$ cat config.mk
export PLATFORM = sky130hd
export DESIGN_NAME = usb_tx
export DESIGN_NICKNAME = d
export VERILOG_FILES = /design/src/rtl/usb_pkg.sv /design/src/rtl/usb_tx_fifo.sv /design/src/rtl/usb_tx.sv
export SDC_FILE = /design/constraint.sdc
export NUM_CORES = 1
export LEC_CHECK = 0
export ABC_AREA = 0
export CORE_ASPECT_RATIO = 0.7
export CORE_MARGIN = 10
export CORE_UTILIZATION = 40
export CTS_BUF_LIST = sky130_fd_sc_hd__clkbuf_4 sky130_fd_sc_hd__clkbuf_8 sky130_fd_sc_hd__clkbuf_16
export DETAILED_ROUTE_END_ITERATION = 8
export PLACE_DENSITY = 0.6
export SYNTH_ARGS = -nofsm -noshare
export SYNTH_HDL_FRONTEND = slang
export SYNTH_SLANG_ARGS = --single-unit
export TNS_END_PERCENT = 1
$ cat constraint.sdc
create_clock -name clk -period 2.3 [get_ports clk]
set_input_delay 0.345 -clock clk [delete_from_list [all_inputs] [get_ports clk]]
set_output_delay 0.345 -clock clk [all_outputs]
set_load 0.005 [all_outputs]
$ cat src/rtl/usb_pkg.sv
// Shared USB FT245 interface types and default timing.
// Used by the host-write transmitter and the command receiver.
package usb_pkg;

  localparam int BYTE_W = 8;

  localparam int DEF_DEPTH     = 8;
  localparam int DEF_T_SETUP   = 2;
  localparam int DEF_T_WR_HIGH = 3;
  localparam int DEF_T_RECOVER = 3;
  localparam int DEF_SI_CYCLES = 3;

  typedef enum logic [2:0] {
    IDLE,
    REQ,
    SETUP,
    STROBE,
    HOLD,
    RECOVER,
    SI_PULSE
  } tx_state_t;

  function automatic int max2(int a, int b);
    return (a > b) ? a : b;
  endfunction

endpackage

$ cat src/rtl/usb_tx_fifo.sv
// Circular byte FIFO for the FT245 transmitter.
// Head is shown ahead; pop only advances the read pointer.
module usb_tx_fifo
  import usb_pkg::*;
#(
  parameter int DEPTH = DEF_DEPTH,
  parameter int W     = BYTE_W
) (
  input  logic         clk,
  input  logic         rst,
  input  logic         push,
  input  logic [W-1:0] wdata,
  input  logic         pop,
  output logic [W-1:0] head,
  output logic         full,
  output logic         empty
);

  localparam int AW = $clog2(DEPTH);

  logic [W-1:0] mem [DEPTH];
  logic [AW:0]  wptr;
  logic [AW:0]  rptr;
  logic         do_push;
  logic         do_pop;

  assign do_push = push & ~full;
  assign do_pop  = pop & ~empty;

  // Extra pointer bit tells full from empty when indices match.
  assign empty = (wptr == rptr);
  assign full  = (wptr[AW] != rptr[AW]) &&
                 (wptr[AW-1:0] == rptr[AW-1:0]);

  assign head = mem[rptr[AW-1:0]];

  always_ff @(posedge clk or posedge rst) begin
    if (rst) begin
      wptr <= '0;
      rptr <= '0;
    end else begin
      if (do_push) wptr <= wptr + 1'b1;
      if (do_pop)  rptr <= rptr + 1'b1;
    end
  end

  always_ff @(posedge clk) begin
    if (do_push) mem[wptr[AW-1:0]] <= wdata;
  end

endmodule

$ cat src/rtl/usb_tx.sv
// FT245 host-write transmitter: FIFO, bus arbitration,
// WR strobe timing and send-immediate (SI) pulse.
module usb_tx
  import usb_pkg::*;
#(
  parameter int DEPTH     = DEF_DEPTH,
  parameter int T_SETUP   = DEF_T_SETUP,
  parameter int T_WR_HIGH = DEF_T_WR_HIGH,
  parameter int T_RECOVER = DEF_T_RECOVER,
  parameter int SI_CYCLES = DEF_SI_CYCLES
) (
  input  logic              clk,
  input  logic              rst,
  input  logic [BYTE_W-1:0] in_data,
  input  logic              in_valid,
  output logic              in_ready,
  input  logic              flush,
  input  logic              txe,
  output logic              bus_req,
  input  logic              bus_gnt,
  output logic              wr,
  output logic [BYTE_W-1:0] d_out,
  output logic              d_oe,
  output logic              SI
);

  localparam int CMAX = max2(max2(T_SETUP, T_WR_HIGH),
                             max2(T_RECOVER, SI_CYCLES));
  localparam int CW = $clog2(CMAX + 1);

  tx_state_t         state;
  tx_state_t         state_next;
  logic [CW-1:0]     cnt;
  logic              cnt_done;
  logic              txe_m;
  logic              txe_s;
  logic              avail;
  logic              pending;
  logic              fifo_full;
  logic              fifo_empty;
  logic              pop;
  logic [BYTE_W-1:0] head;

  assign in_ready = ~fifo_full;
  assign pop      = (state == HOLD);

  usb_tx_fifo #(
    .DEPTH (DEPTH),
    .W     (BYTE_W)
  ) u_fifo (
    .clk   (clk),
    .rst   (rst),
    .push  (in_valid),
    .wdata (in_data),
    .pop   (pop),
    .head  (head),
    .full  (fifo_full),
    .empty (fifo_empty)
  );

  // TXE# resets to "not ready" until the chip is actually seen.
  always_ff @(posedge clk or posedge rst) begin
    if (rst) begin
      txe_m <= 1'b1;
      txe_s <= 1'b1;
    end else begin
      txe_m <= txe;
      txe_s <= txe_m;
    end
  end

  // Registered occupancy gives the push-to-request latency.
  always_ff @(posedge clk or posedge rst) begin
    if (rst) begin
      avail   <= 1'b0;
      pending <= 1'b0;
    end else begin
      avail   <= ~fifo_empty;
      pending <= flush |
                 (pending & ~(state == SI_PULSE && cnt_done));
    end
  end

  always_comb begin
    cnt_done = 1'b0;
    case (state)
      SETUP:    cnt_done = (cnt == CW'(T_SETUP - 1));
      STROBE:   cnt_done = (cnt == CW'(T_WR_HIGH - 1));
      RECOVER:  cnt_done = (cnt == CW'(T_RECOVER - 1));
      SI_PULSE: cnt_done = (cnt == CW'(SI_CYCLES - 1));
      default:  cnt_done = 1'b0;
    endcase
  end

  always_comb begin
    state_next = state;
    unique case (state)
      IDLE: begin
        if (avail && !txe_s)
          state_next = REQ;
        else if (pending && fifo_empty && !avail)
          state_next = SI_PULSE;
      end
      REQ: begin
        if (txe_s)        state_next = IDLE;
        else if (bus_gnt) state_next = SETUP;
      end
      SETUP:    if (cnt_done) state_next = STROBE;
      STROBE:   if (cnt_done) state_next = HOLD;
      HOLD:     state_next = RECOVER;
      RECOVER:  if (cnt_done) state_next = IDLE;
      SI_PULSE: if (cnt_done) state_next = IDLE;
      default:  state_next = IDLE;
    endcase
  end

  always_ff @(posedge clk or posedge rst) begin
    if (rst) begin
      state <= IDLE;
      cnt   <= '0;
    end else begin
      state <= state_next;
      cnt   <= (state_next != state) ? '0 : cnt + 1'b1;
    end
  end

  // Pin outputs are registered from the next state to stay glitch-free.
  always_ff @(posedge clk or posedge rst) begin
    if (rst) begin
      bus_req <= 1'b0;
      d_oe    <= 1'b0;
      wr      <= 1'b0;
      d_out   <= '0;
      SI      <= 1'b1;
    end else begin
      bus_req <= state_next inside {REQ, SETUP, STROBE, HOLD, RECOVER};
      d_oe    <= state_next inside {SETUP, STROBE, HOLD};
      wr      <= (state_next == STROBE);
      d_out   <= (state_next inside {SETUP, STROBE, HOLD}) ? head : '0;
      SI      <= (state_next != SI_PULSE);
    end
  end

endmodule

# Word level (Yosys, flattened, before mapping)
# Memories as Yosys holds them, arrays and structs flattened.
# Cells that the tools add are included.
[classes]
n_bitwise = 7
n_addsub = 3
n_eq_ne = 18
mux = 13
reduce_logical = 12
[op_table]
columns = ["operator", "count"]
rows = [
  ["3-bit two-way mux", 7],
  ["3-bit one-hot mux with 6 select lines", 1],
  ["3-bit == test (second input constant)", 5],
  ["3-bit by 2-bit == test with 1-bit output (second input constant)", 4],
  ["4-bit by 1-bit adder with 4-bit output (second input constant)", 2],
  ["8-bit two-way mux", 1],
  ["3-bit by 1-bit == test with 1-bit output (second input constant)", 2],
  ["1-bit logical AND", 5],
  ["5-bit nonzero test", 1],
  ["4-bit == test", 1],
  ["1-bit bitwise AND", 3],
  ["3-bit == test", 1],
  ["3-bit zero test", 1],
  ["3-bit != test", 1],
  ["3-bit != test (second input constant)", 1],
  ["1-bit NOT", 3],
  ["3-bit nonzero test", 1],
  ["3-bit OR reduction", 1],
  ["2-bit by 1-bit adder with 2-bit output (second input constant)", 1],
  ["2-bit by 1-bit == test with 1-bit output (second input constant)", 1],
  ["2-bit == test (second input constant)", 1],
  ["1-bit zero test", 2],
  ["1-bit two-way mux", 2],
  ["2-bit two-way mux", 1],
  ["4 further kinds", 4],
]
[word_totals]
memories = 1
ram_bits = 64
in_bits = 14
out_inout_bits = 13
regBits = 29
elab_cells = 67
[mem_list]
columns = ["memory", "depth", "width", "rd", "rd_clocked_by_memory_dff", "write_ports", "line", "source"]
rows = [
  ["u_fifo.mem", 8, 8, 1, 0, 1, "usb_tx_fifo.sv:21", "logic [W-1:0] mem [DEPTH];"],
]

# Logic depth before layout (Yosys ltp)
# Gate-level depths: netlist of run 1.
[depth]
depth_word = 9
mapped_depth = 7
depth_no_buf = 5

# By module
# From an unflattened synthesis of run 1, not the netlist that was laid out.
[unflattened]
cells_unflattened = 226
area_unflattened_um2 = 3946.3
[modules_own_cells]
columns = ["module", "n_inst", "area_each_um2", "seq_area_each_um2", "cells_each"]
rows = [
  ["usb_tx_fifo", 1, 3056.7, 2122.0, 152],
  ["usb_tx", 1, 889.6, 529.3, 74],
]

# Least setup slack after synthesis of run 1
# Ideal clock, no wire load.
[synth_path]
path_type = "register -> register"
startpoint = "register u_fifo.rptr[0]"
endpoint = "memory u_fifo.mem[0][0] (netlist bit) (enable)"
n_path_buf = 1
stages_incl_launch_ff = 7
path_slack_ns = 0.132
synth_period_minus_slack_ns = 2.168
required_time_ns = 1.917
arrival_ns = 1.785
setup_time_ns = 0.383
path_cell_list = "dfrtp_1 -> buf_4 -> xnor2_1 -> nand3_1 -> o21ai_1 -> or2_2 -> nor3_1"
[synth_between]
elab_chain_len = 6
[synth_rtl]
columns = ["item", "line", "source"]
rows = [
  ["from (decl)", "usb_tx_fifo.sv:23", "logic [AW:0] rptr;"],
  ["from (signal assigned)", "usb_tx_fifo.sv:43", "if (do_pop) rptr <= rptr + 1'b1;"],
  ["3-bit == test", "usb_tx_fifo.sv:33", "(wptr[AW-1:0] == rptr[AW-1:0]);"],
  ["1-bit logical AND", "usb_tx_fifo.sv:32", "assign full = (wptr[AW] != rptr[AW]) &&"],
  ["1-bit NOT", "usb_tx_fifo.sv:27", "assign do_push = push & ~full;"],
  ["1-bit bitwise AND", "usb_tx_fifo.sv:27", ""],
  ["1-bit two-way mux", "usb_tx_fifo.sv:48", "if (do_push) mem[wptr[AW-1:0]] <= wdata;"],
  ["1-bit two-way mux (not written as such)", "usb_tx_fifo.sv:48", ""],
  ["to (decl)", "usb_tx_fifo.sv:21", ""],
]
# Every way passes these cells.

# Final worst setup path of run 1
[layout_path]
startpoint = "register u_fifo.wptr[2]"
endpoint = "output in_ready"
[layout_between]
elab_chain_len = 3
[layout_rtl]
columns = ["item", "line", "source"]
rows = [
  ["from (decl)", "usb_tx_fifo.sv:22", "logic [AW:0] wptr;"],
  ["from (signal assigned)", "usb_tx_fifo.sv:42", "if (do_push) wptr <= wptr + 1'b1;"],
  ["3-bit == test", "usb_tx_fifo.sv:33", ""],
  ["1-bit logical AND", "usb_tx_fifo.sv:32", ""],
  ["1-bit NOT", "usb_tx.sv:44", "assign in_ready = ~fifo_full;"],
  ["to (decl)", "usb_tx.sv:16", "output logic in_ready,"],
]
# Every way passes these cells.

==> results.toml, run 1 <==
[status]
status = "completed"

[routing]
wl_per_cell_um = 16.98
routed_wl_um = 6757
drt-initial-drc-count = 155
final_antenna_net_count = 0
vias_per_cell = 5.018
drt_pass1_iterations = 4
vias = 1997
drc = 0

[logic_synthesis]
ys_warn_count = 0
netlist_area_um2 = 3852
yosys.area_share.simple = 0.08737
synth_top_family_by_area = "multiplexers"
netlist_top_cells_count = "64 x edfxtp_1, 26 x dfrtp_1, 20 x nor2_1"
synth_top_area_frac = 0.4989
ys_seq_elements = 93
postSynthAreaPerCell_um2 = 17.05
ys.flop_type = "edfxtp_1"
muxShareOfSynthArea = 0.1254
synth_cells = 226
synth_top_area_cell = "edfxtp_1"
synth_xor_area_frac = 0.02241
synth_compound_area_frac = 0.04027
syn-num-nets = 242
synth-adder-area-share = 0.009419
synth.area.top_cells = "edfxtp_1 50%, dfrtp_1 17%, mux4_2 9.4%"
async_flop_share = 0.3118
ys_types = 48
yosysMostFrequentCell = "edfxtp_1"
yosysSeqAreaShare = 0.6882
synth_edf_count = 64

[floorplanning]
start_util = 0.4180
die_area_um2 = 14020
core-area_um2 = 9216
die_h_um = 102.1
die_w_um = 137.3
num_rows = 29
ios = 27

[clock_network]
clockBufferDepth = 2
hold_buffers = 0
clk_latency_ns = 0.34
cts_buffers = 9
post_cts_resized = 0
cts_tree = "done"
path_clk_slew_ns = 0.06
htree_levels = 3
post_cts_buffers = 0
root_buffer = "clkbuf_16"
numClockSinks = 93

[finish]
area_delta_synth_final_pct = 19.65
n_antenna_cell = 0
nNetsFinal = 285
final_layout_size_suffix_gt1_frac = 0.2372
final_cells = 398
n_fill_cell = 777

[timing]
finalClockSkew_ns = 0.004984
setup_violations = 0
min_period_ns = 2.144
hold_ws_ns = 0.3625
rsz0062_at_grt = "false"
tightest_slew_ns = 0.5040
fmax_mhz = 466.5
tns_ns = 0
slew_headroom = 0.6640
finalHoldViolations = 0
slew_viol_final = 0
min_period_over_period = 0.9320

[place]
place_congestion = 0.7892
place.detailed.hpwl_um = 4667
dp_cells = 382
numPortBuffers = 26

[worst_hold_path]
whs_endpoint = "txe_s"
min_path_cells = 0
hold_class = "flop to flop"
hold_start = "txe_m"

[global_route]
gr-total-overflow = 0
grt_pass1_wl_um = 11050
track_usage = 0.1055
grt_pass1_vias = 2052
grt_max_degree = 30
antenna_found_initial = 0

[power_and_ir_drop]
max-vdd-ir-drop_v = 0.0004961
leakage_uw = 0.001671
power_density_nw_per_um2 = 1241
report.power.total_uw = 5721

[setup_path]
rrSetupSlack_ns = 0.35
startpoint_type = "flop"
critPathMaxFanout = 7
endpoint_kind = "output pin"
r2r_cells = 5
cp.required_ns = 1.96
r2r-end = "u_fifo.mem[0][3]"
timing.rr.start = "u_fifo.rptr[3]"
crit_type = "flop to output pin"
cp.arrival_ns = 1.80

[job]
max_cap_viol_count = 0
logic make-up (layout without fill, tap and decap cells):
family | Yosys count | in the layout
flops | 93 | 93
simple gates | 59 | 59
mux | 28 | 28
compound gates | 17 | 17
buf+inv | 17 | 65
xor+xnor | 9 | 9
fa+ha+maj | 3 | 3
cell type report:
| cell class | count | area (µm²) | area share |
|---|---|---|---|
| Sequential cell | 93 | 2651 | 0.5752 |
| Clock inverter | 5 | 51.30 | 0.01113 |
| Inverter | 5 | 18.77 | 0.004072 |
| Multi-Input combinational cell | 116 | 1097 | 0.2381 |
| Clock buffer | 11 | 240.2 | 0.05212 |
| Tap cell | 124 | 155.1 | 0.03366 |
| Timing Repair Buffer | 44 | 395.4 | 0.08578 |
worst max-delay path, stage by stage (launching register included):
cell and delay, ns:
dfrtp_1 0.46, xnor2_1 0.25, and3_1 0.21, nand2b_1 0.08
clkdlybuf4s50_1 0.45
how the worst max path moves through the flow:
stage / cells past startpoint / slack, ns / endpoint / from
2_1_floorplan: 6 / 0.13 / u_fifo.mem[0][0] / u_fifo.rptr[0]
3_3_place_gp: 5 / 0.38 / u_fifo.mem[0][1] / in_valid
3_5_place_dp: 5 / 0.33 / u_fifo.mem[0][3] / in_valid
4_1_cts: 3 / 0.13 / in_ready / u_fifo.rptr[3]
5_1_grt: 4 / 0.02 / in_ready / u_fifo.wptr[2]
6_report: 4 / 0.16 / in_ready / u_fifo.wptr[2]
where the power goes:
group	internal, µW	switching (µW)	leakage, µW
clock network	858	573	0.000144
registers	2170	219	0.000933
logic	974	929	0.000594
total	4000	1720	0.00167
metrics by stage:
| stage | utilization | setup slack (ns) | cell area, µm² |
|---|---|---|---|
| 5_1_grt | 0.5001 | 0.02399 | 4609 |
| 3_5_place_dp | 0.4685 | 0.3276 | 4318 |
| 2_1_floorplan | - | 0.1321 | 3852 |
| 6_report | 0.5001 | 0.1563 | 4609 |
| 3_3_place_gp | 0.4685 | 0.3781 | 4318 |
| 4_1_cts | 0.5001 | 0.1263 | 4609 |
layer usage:
metal	wire length [µm]	global-route usage
met4	132	0.04604
met1	3273	0.1411
met2	3046	0.1524
met5	0	0
met3	304	0.03676
placed cells by master (no fill, tap or decap), drive strengths merged, types with 3 or more instances in the layout:
| master | Yosys | routed |
|---|---|---|
| nor3 | 3 | 3 |
| o21ai | 3 | 3 |
| clkinv | 0 | 3 |
| dfrtp | 26 | 26 |
| nand2 | 8 | 8 |
| and3 | 4 | 4 |
| mux2i | 10 | 10 |
| nor2 | 20 | 20 |
| xnor2 | 6 | 6 |
| a21oi | 4 | 4 |
| nand2b | 4 | 4 |
| clkbuf | 4 | 11 |
| nor2b | 3 | 3 |
| xor2 | 3 | 3 |
| buf | 8 | 18 |
| inv | 5 | 5 |
| dfstp | 3 | 3 |
| nand3 | 3 | 3 |
| clkdlybuf4s50 | 0 | 26 |
| mux4 | 16 | 16 |
| edfxtp | 64 | 64 |
sequential cells by signal (all words and copies together), names as in the netlist, 2 cells and up:
name / flops
d_out: 8
cnt: 2
state: 3
u_fifo.wptr: 4
u_fifo.rptr: 4
u_fifo.mem: 64
(Power assumes the default switching activity.)
==> run 2, diff against run 1 <==
--- a/config.mk
+++ b/config.mk
@@ -6,12 +6,15 @@
 export NUM_CORES = 1
 export LEC_CHECK = 0
 export ABC_AREA = 0
+export CAP_MARGIN = 20
+export CELL_PAD_IN_SITES_DETAIL_PLACEMENT = 0
+export CELL_PAD_IN_SITES_GLOBAL_PLACEMENT = 1
 export CORE_ASPECT_RATIO = 0.7
 export CORE_MARGIN = 10
 export CORE_UTILIZATION = 40
 export CTS_BUF_LIST = sky130_fd_sc_hd__clkbuf_4 sky130_fd_sc_hd__clkbuf_8 sky130_fd_sc_hd__clkbuf_16
 export DETAILED_ROUTE_END_ITERATION = 8
-export PLACE_DENSITY = 0.6
+export PLACE_DENSITY = 0.68
 export SYNTH_ARGS = -nofsm -noshare
 export SYNTH_HDL_FRONTEND = slang
 export SYNTH_SLANG_ARGS = --single-unit
==> results.toml, run 2 (synthesis results as in run 1) <==
[place]
dp_cells = 379
numPortBuffers = 26
place.detailed.hpwl_um = 4703
place_congestion = 0.7543

[finish]
area_delta_synth_final_pct = 19.49
final_common_cell = "edfxtp_1"
nNetsFinal = 282
n_antenna_cell = 0
final_layout_size_suffix_gt1_frac = 0.2362
final_cells = 395
layout_common_cells = "64 x edfxtp_1, 26 x dfrtp_1, 26 x clkdlybuf4s50_1"
largest_reg_flops = 64

[power_and_ir_drop]
combPwrFrac = 0.324
leakage_uw = 0.001660
p_switching_uw = 1742
report.power.total_uw = 5737
switching_share = 0.3037
power_density_nw_per_um2 = 1246
p_seq_frac = 0.420
p_clk_frac = 0.256
p_int_uw = 3995
max-vdd-ir-drop_v = 0.0004415

[timing]
setup_violations = 0
fmax_mhz = 463.4
rsz0062_at_grt = "false"
finalClockSkew_ns = 0.005337
tns_ns = 0
tightest_slew_ns = 0.5041
slew_viol_final = 0
min_period_over_period = 0.9383
min_period_ns = 2.158
finalHoldViolations = 0
slew_headroom = 0.6639

[routing]
vias = 1957
final_antenna_net_count = 0
vias_per_cell = 4.954
routed_wl_um = 6938
wl_per_cell_um = 17.56
drc = 0
drt_pass1_iterations = 4
drt-initial-drc-count = 147

[floorplanning]
die_area_um2 = 14020
die_w_um = 137.3
die_h_um = 102.1
core-area_um2 = 9216
ios = 27
start_util = 0.4180
num_rows = 29

[status]
status = "completed"

[setup_path]
critPathMaxFanout = 6
endpoint_kind = "output pin"
rrSetupSlack_ns = 0.36
cp.required_ns = 1.96
startpoint_type = "flop"
crit_type = "flop to output pin"
cp.arrival_ns = 1.81

[clock_network]
htree_levels = 3
numClockSinks = 93
cts_buffers = 9
clk_latency_ns = 0.33
post_cts_resized = 0
cts_tree = "done"
path_clk_slew_ns = 0.06
hold_buffers = 0
post_cts_buffers = 0
root_buffer = "clkbuf_16"
clockBufferDepth = 2

[global_route]
grt_max_degree = 30
grt_pass1_wl_um = 11120
gr-total-overflow = 0
antenna_found_initial = 0
track_usage = 0.1066
grt_pass1_vias = 1988

[job]
max_cap_viol_count = 0

[worst_hold_path]
hold_class = "flop to flop"
run 2: critical path: stages, from the launching register on:
cell             delay, ns
dfrtp_1               0.41
xnor2_2               0.37
nand2b_1              0.19
clkdlybuf4s50_1       0.51
run 2: layout make-up:
cell class | count | area (µm²)
fill | 774 | 4613
clock buffer | 11 | 240.2
clock inverter | 5 | 60.06
multi-input combinational | 116 | 1105
tap | 124 | 155.1
inverter | 5 | 18.77
timing repair buffer | 41 | 372.9
sequential | 93 | 2651
run 2: metrics by stage:
step             util  setup slack (ns)  hold WS (ns)  cell area, µm²
5_1_grt        0.4995           0.02271        0.3562            4603
3_3_place_gp   0.4661            0.3497        0.3466            4295
3_5_place_dp   0.4661            0.3473        0.3484            4295
2_1_floorplan       -            0.1321        0.3452            3852
4_1_cts        0.4986            0.1039        0.3532            4596
6_report       0.4995            0.1420        0.3546            4603
run 2: power by group through the flow:
stage          logic, µW  clock network [µW]  registers [µW]
2_1_floorplan       1460                   0            2320
6_report            1860                1470            2410
3_3_place_gp        1870                   0            2430
5_1_grt             2060                1580            2450
3_5_place_dp        1890                   0            2440
4_1_cts             1890                1500            2410
run 2: path summary, 6_finish.rpt:
check	cells past startpoint	startpoint	endpoint
setup / recovery	3	u_fifo.rptr[3]	in_ready
hold reg to reg	0	txe_m	txe_s
min in group asynchronous	3	rst	d_out[6]
setup reg to reg	5	u_fifo.rptr[3]	u_fifo.mem[0][1]
max in group asynchronous	3	rst	txe_m
hold / removal	0	txe_m	txe_s
run 2: routing by layer:
layer  wire [µm]  share of wire  up-vias  track usage
li1            -              -      938            -
met2        2992           0.43       57       0.1443
met5           0              0        -            0
met1        3237           0.47      955       0.1506
met4          55         0.0079        0      0.03393
met3         652          0.094        7      0.04461
==> patch 1, RTL diff (config.mk and constraints of run 1) <==
Change the package constant `DEF_SI_CYCLES` from 3 to 5.
--- a/src/rtl/usb_pkg.sv
+++ b/src/rtl/usb_pkg.sv
@@ -9,5 +9,5 @@
   localparam int DEF_T_WR_HIGH = 3;
   localparam int DEF_T_RECOVER = 3;
-  localparam int DEF_SI_CYCLES = 3;
+  localparam int DEF_SI_CYCLES = 5;
 
   typedef enum logic [2:0] {
Function: changed (a bounded check fails within 10 cycles, from zero or initial values and one cycle with rst high).
==> patch 1 against run 1 <==
Final cell count rose by 2.0%. Power rose by 6.9%. Clock power rose by 8%. Area after synthesis rose by 2.1%. Cell area rose by 2.6%. Wire length rose by 2.2%. Sequential cell count rose by 1. Hold slack got worse by 8.1 ps. Sequential power rose by 3%. Critical path depth fell by 1. Via count rose by 2.1%. Utilization fell by 1.0 points. Sequential share of layout area fell by 0.90 points. Highest routed layer unchanged. Worst setup slack improved by 41 ps.
==> patch 1: results (changes against run 1) <==
| Metric | Value |
|---|---|
| Run status | `finished clean (unchanged)` |
| Switching share of power | `31.2% (was 30.1%)` |
| Detail Placement HPWL | `4800 um (was 4670 um)` |
| Initial antenna violation count | `0 (unchanged)` |
| Largest net degree at the start of global routing | `31 (was 30)` |
| Layout cells sized above 1 | `20.1% (was 23.7%)` |
| Synthesized instance count | `231 (was 226)` |
| Commonest register cell after synthesis | `edfxtp_1 (unchanged)` |
| Post-synth top cells | `edfxtp_1 (64), dfrtp_1 (27), nor2_1 (13), mux4_2 (11), nor3_1 (11) (was edfxtp_1 (64), dfrtp_1 (26), nor2_1 (20), mux4_2 (16), mux2i_1 (10))` |
| DRT Pass-1 Iters | `4 (unchanged)` |
| Slew @ Worst Pin | `591 ps (was 504 ps)` |
| FILL cells | `813 (was 777)` |
| Post-synth cell types | `50 (was 48)` |
| Diode count | `0 (unchanged)` |
| Final nets | `290 (was 285)` |
| DP Area | `4410 sq um (was 4320 sq um)` |
| Post-CTS Setup Repair Bufs | `0 (unchanged)` |
| Via count | `2039 (was 1997)` |
| Number of synthesized flops with an enable pin | `64 (unchanged)` |
| First-pass GRT wire length | `11200 um (was 11100 um)` |
| Worst IR Drop VDD | `0.000523 V (was 0.000496 V)` |
| P_leak | `1.72 nW (was 1.67 nW)` |
| Syn. warnings | `0 (unchanged)` |
| Clock tree buffer depth | `2 (unchanged)` |
| Arr. time, crit path | `1760 ps (was 1800 ps)` |
| Post-CTS sizing | `0 (unchanged)` |
| Vias per Instance | `5.02 (about the same)` |
| Vias in the first global route | `2071 (was 2052)` |
| Asr flop ratio synth | `31.9% (was 31.2%)` |
| Clk_skew | `9.09 ps (was 4.98 ps)` |
| Post-Place Cells | `390 (was 382)` |
| CTS Buf Count | `9 (unchanged)` |
| Port buffer count | `26 (unchanged)` |
| Hold Path Class | `register to register (unchanged)` |
| Root Driver | `clkbuf_16 (unchanged)` |
| Gpl congestion | `0.751 (was 0.789)` |
| Syn nets | `248 (was 242)` |
| Worst-Skew Late Latency | `340 ps (about the same)` |
| Sequential share of the synthesized area | `68.0% (was 68.8%)` |
| Multi-input combinational cell area | `1180 sq um (was 1100 sq um)` |
| Drt wl/cell | `17.0 um (about the same)` |
| Max reg flops | `64 (unchanged)` |
| GRT Overall Usage | `10.2% (was 10.6%)` |
| Largest cells by area after synthesis | `edfxtp_1 (49%), dfrtp_1 (17%), mux4_2 (6.3%), mux4_1 (3.3%), mux2i_1 (2.0%) (was edfxtp_1 (50%), dfrtp_1 (17%), mux4_2 (9.4%), mux2i_1 (2.6%), dfstp_2 (2.0%))` |
| Worst Path Max Fanout | `8 (was 7)` |
| Clock transition at path regs | `60 ps (about the same)` |
| H-tree Lvls | `3 (unchanged)` |
| DR iter-0 viols | `121 (was 155)` |
-- patch 1: cell types whose count changed in the layout (fill, tap and decap cells not counted), sizes merged, moves of 3 or more --
cell    before  now
nand2b       4    9
nor2        20   14
buf         18   15
nor3         3   11
and3         4    0
o21ai        3    7
xnor2        6    9
-- patch 1: final timing paths --
path | start | to | slack [ps] | cells after the start
max | u_fifo.wptr[0] | in_ready | 200 | 3
min | txe_m | txe_s | 350 | 0
max reg2reg | u_fifo.rptr[0] | d_out[6] | 340 | 4
min reg2reg | txe_m | txe_s | 350 | 0
max in group asynchronous | rst | SI | 1590 | 3
min in group asynchronous | rst | d_oe | 390 | 3
-- patch 1: kinds of logic (layout without fill, tap and decap cells) --
group | Yosys count | after routing | share of synthesized area [%]
XOR/XNOR | 13 | 13 | 4.23
multiplexers | 25 | 25 | 12.0
adder cells (fa/ha/maj) | 3 | 3 | 0.954
flip-flops | 94 | 94 | 68.0
AND/OR/NAND/NOR | 64 | 64 | 9.92
AO/OA/AOI/OAI | 18 | 18 | 3.02
buffers and inverters | 14 | 61 | 1.91
-- patch 1: layout make-up --
type                    instances  area share, %
clock buffers                  10           4.92
clock inverters                 6           1.83
inverters                       4          0.318
multi-input cells             123           25.0
flip-flops and latches         94           56.6
well taps                     128           3.39
repair buffers                 41           7.89
-- patch 1: worst max-delay path, stage by stage (launching register included) --
cell and delay (ps):
dfrtp_1 570, xnor2_4 170, nand4_1 180, clkdlybuf4s50_1 500
-- patch 1: metal layers --
layer  vias to the layer above  routed length, um  global-route usage [%]  part of all wire (%)
li1                        967                  -                       -                     -
met1                      1032               3460                    12.9                    50
met2                        33               3070                    15.7                    44
met3                         7                303                    4.23                   4.4
met4                         0                 72                    3.15                   1.0
met5                         -                  0                       0                     0
-- patch 1: power groups by stage --
| stage | sequential, W | combinational, W | clock (W) |
|---|---|---|---|
| 3_5_place_dp | 0.00251 | 0.00213 | 0 |
| 6_report | 0.00247 | 0.00210 | 0.00155 |
| 3_3_place_gp | 0.00249 | 0.00209 | 0 |
| 4_1_cts | 0.00247 | 0.00213 | 0.00159 |
| 5_1_grt | 0.00252 | 0.00231 | 0.00168 |
| 2_1_floorplan | 0.00237 | 0.00164 | 0 |
-- patch 1: through the flow --
stage / setup WS (ps) / power (W)
3_3_place_gp: 294 / 0.00458
3_5_place_dp: 224 / 0.00463
4_1_cts: 154 / 0.00620
6_report: 197 / 0.00612
2_1_floorplan: 204 / 0.00401
5_1_grt: 118 / 0.00650
==> patch 2, RTL diff (settings of run 1) <==
Made on the original files. Make the reset (`rst`) synchronous in 5 clocked blocks.
--- a/src/rtl/usb_tx_fifo.sv
+++ b/src/rtl/usb_tx_fifo.sv
@@ -35,5 +35,5 @@
   assign head = mem[rptr[AW-1:0]];
 
-  always_ff @(posedge clk or posedge rst) begin
+  always_ff @(posedge clk) begin
     if (rst) begin
       wptr <= '0;
--- a/src/rtl/usb_tx.sv
+++ b/src/rtl/usb_tx.sv
@@ -60,5 +60,5 @@
 
   // TXE# resets to "not ready" until the chip is actually seen.
-  always_ff @(posedge clk or posedge rst) begin
+  always_ff @(posedge clk) begin
     if (rst) begin
       txe_m <= 1'b1;
@@ -71,5 +71,5 @@
 
   // Registered occupancy gives the push-to-request latency.
-  always_ff @(posedge clk or posedge rst) begin
+  always_ff @(posedge clk) begin
     if (rst) begin
       avail   <= 1'b0;
@@ -115,5 +115,5 @@
   end
 
-  always_ff @(posedge clk or posedge rst) begin
+  always_ff @(posedge clk) begin
     if (rst) begin
       state <= IDLE;
@@ -126,5 +126,5 @@
 
   // Pin outputs are registered from the next state to stay glitch-free.
-  always_ff @(posedge clk or posedge rst) begin
+  always_ff @(posedge clk) begin
     if (rst) begin
       bus_req <= 1'b0;
Behaviour: differs if rst is asserted again (counterexample within 4 cycles, from zero or initial values and one cycle with rst high); with rst held inactive, the same outputs for 10 cycles.
==> patch 2 against run 1 <==
Cell area down 5.1%. Critical path depth is 1 lower. Wire length decreased by 4.3%. Sequential cell count is the same. Worst setup slack improved by 67 ps. Area after synthesis down 5.2%. Hold slack improved by 43 ps. Clock skew down 2.3 ps. First-iteration DRC count up 16%. Critical path type unchanged. Critical endpoint unchanged. Highest routed layer unchanged.
Power is not compared: it rests on default switching activity, and its combinational part moved more than twofold at a synthesized area within 25%.
==> patch 2: results (changes against run 1) <==
| Metric | Value |
|---|---|
| RR Endpoint | `u_fifo.mem[0][4] (was u_fifo.mem[0][3])` |
| Number of non-clock buffers | `39 (was 44)` |
| DP Area | `4100 sq um (was 4320 sq um)` |
| Commonest register cell after synthesis | `edfxtp_1 (unchanged)` |
| Count of multi-input gates | `125 (was 116)` |
| Detail Placement HPWL | `4290 um (was 4670 um)` |
| Sequential share of cell area | `57.2% (was 57.5%)` |
| Die width | `134 um (was 137 um)` |
| Final non-clock buffer share | `8.18% (was 8.58%)` |
| Synthesis-to-finish area growth | `19.8% (was 19.6%)` |
| Asr flop ratio synth | `0% (was 31.2%)` |
| Startpoint of the worst hold path | `txe_m (unchanged)` |
| Final nets | `288 (was 285)` |
| Slew @ Worst Pin | `438 ps (was 504 ps)` |
| Run status | `finished clean (unchanged)` |
| Arr. time, crit path | `1730 ps (was 1800 ps)` |
| WHS Endpoint | `txe_s (unchanged)` |
| DRT Wirelength | `6470 um (was 6760 um)` |
| Inverters | `4 (was 5)` |
| Critical Path End | `in_ready (unchanged)` |
| Tcrit/Tclk final | `90.3% (was 93.2%)` |
| DR iter-0 viols | `180 (was 155)` |
| Clock network area share | `6.21% (was 6.32%)` |
| Sequential share of the synthesized area | `68.5% (was 68.8%)` |
| RR Startpoint | `u_fifo.wptr[2] (was u_fifo.rptr[3])` |
| Largest net degree at the start of global routing | `20 (was 30)` |
| Reg2reg setup slack | `450 ps (was 350 ps)` |
| Post-synth top cells | `edfxtp_1 (64), dfxtp_1 (29), nor2_1 (29), mux4_2 (16) (was edfxtp_1 (64), dfrtp_1 (26), nor2_1 (20), mux4_2 (16), mux2i_1 (10))` |
| Via count | `1939 (was 1997)` |
| GRT Overall Usage | `10.2% (was 10.6%)` |
| First-pass GRT wire length | `10500 um (was 11100 um)` |
| Setup WS pre-CTS | `362 ps (was 328 ps)` |
| Clk_skew | `2.73 ps (was 4.98 ps)` |
| FILL cells | `794 (was 777)` |
| Largest cells by area after synthesis | `edfxtp_1 (53%), dfxtp_1 (16%), mux4_2 (9.9%), nor2_1 (3.0%), mux2i_1 (2.5%) (was edfxtp_1 (50%), dfrtp_1 (17%), mux4_2 (9.4%), mux2i_1 (2.6%), dfstp_2 (2.0%))` |
| Clock buffers | `10 (was 11)` |
| Synthesized instance count | `234 (was 226)` |
| Layout cells sized above 1 | `19.9% (was 23.7%)` |
| Fin Hold WS | `406 ps (was 363 ps)` |
| Gpl congestion | `0.751 (was 0.789)` |
| Post-synth cell types | `41 (was 48)` |
patch 2: metal layers:
metal	GRT usage (%)	wire, um	vias to the layer above
met1	14.2	3190	939
met4	3.75	56	0
met2	13.8	2840	44
li1	-	-	950
met3	4.39	379	6
met5	0	0	-
patch 2: critical path, stage by stage (launching register included):
cell	delay (ps)
dfxtp_1	480
xnor2_2	170
nand4_1	220
clkdlybuf4s50_1	520
patch 2: power by group:
group / leakage, nW / switching [W] / internal [W]
Clock: 0.132 / 0.000603 / 0.000742
Combinational: 0.500 / 0.000152 / 0.000158
Sequential: 0.818 / 0.0000449 / 0.00185
patch 2: cells by family (layout without fill, tap and decap cells):
kind of cell	Yosys count	count (layout)	share of synthesized area, %
compound gates	18	18	3.53
xor+xnor	10	10	3.01
fa+ha+maj	2	2	0.685
buf+inv	16	59	2.12
flops	93	93	68.5
mux	25	25	12.3
simple gates	70	70	9.83
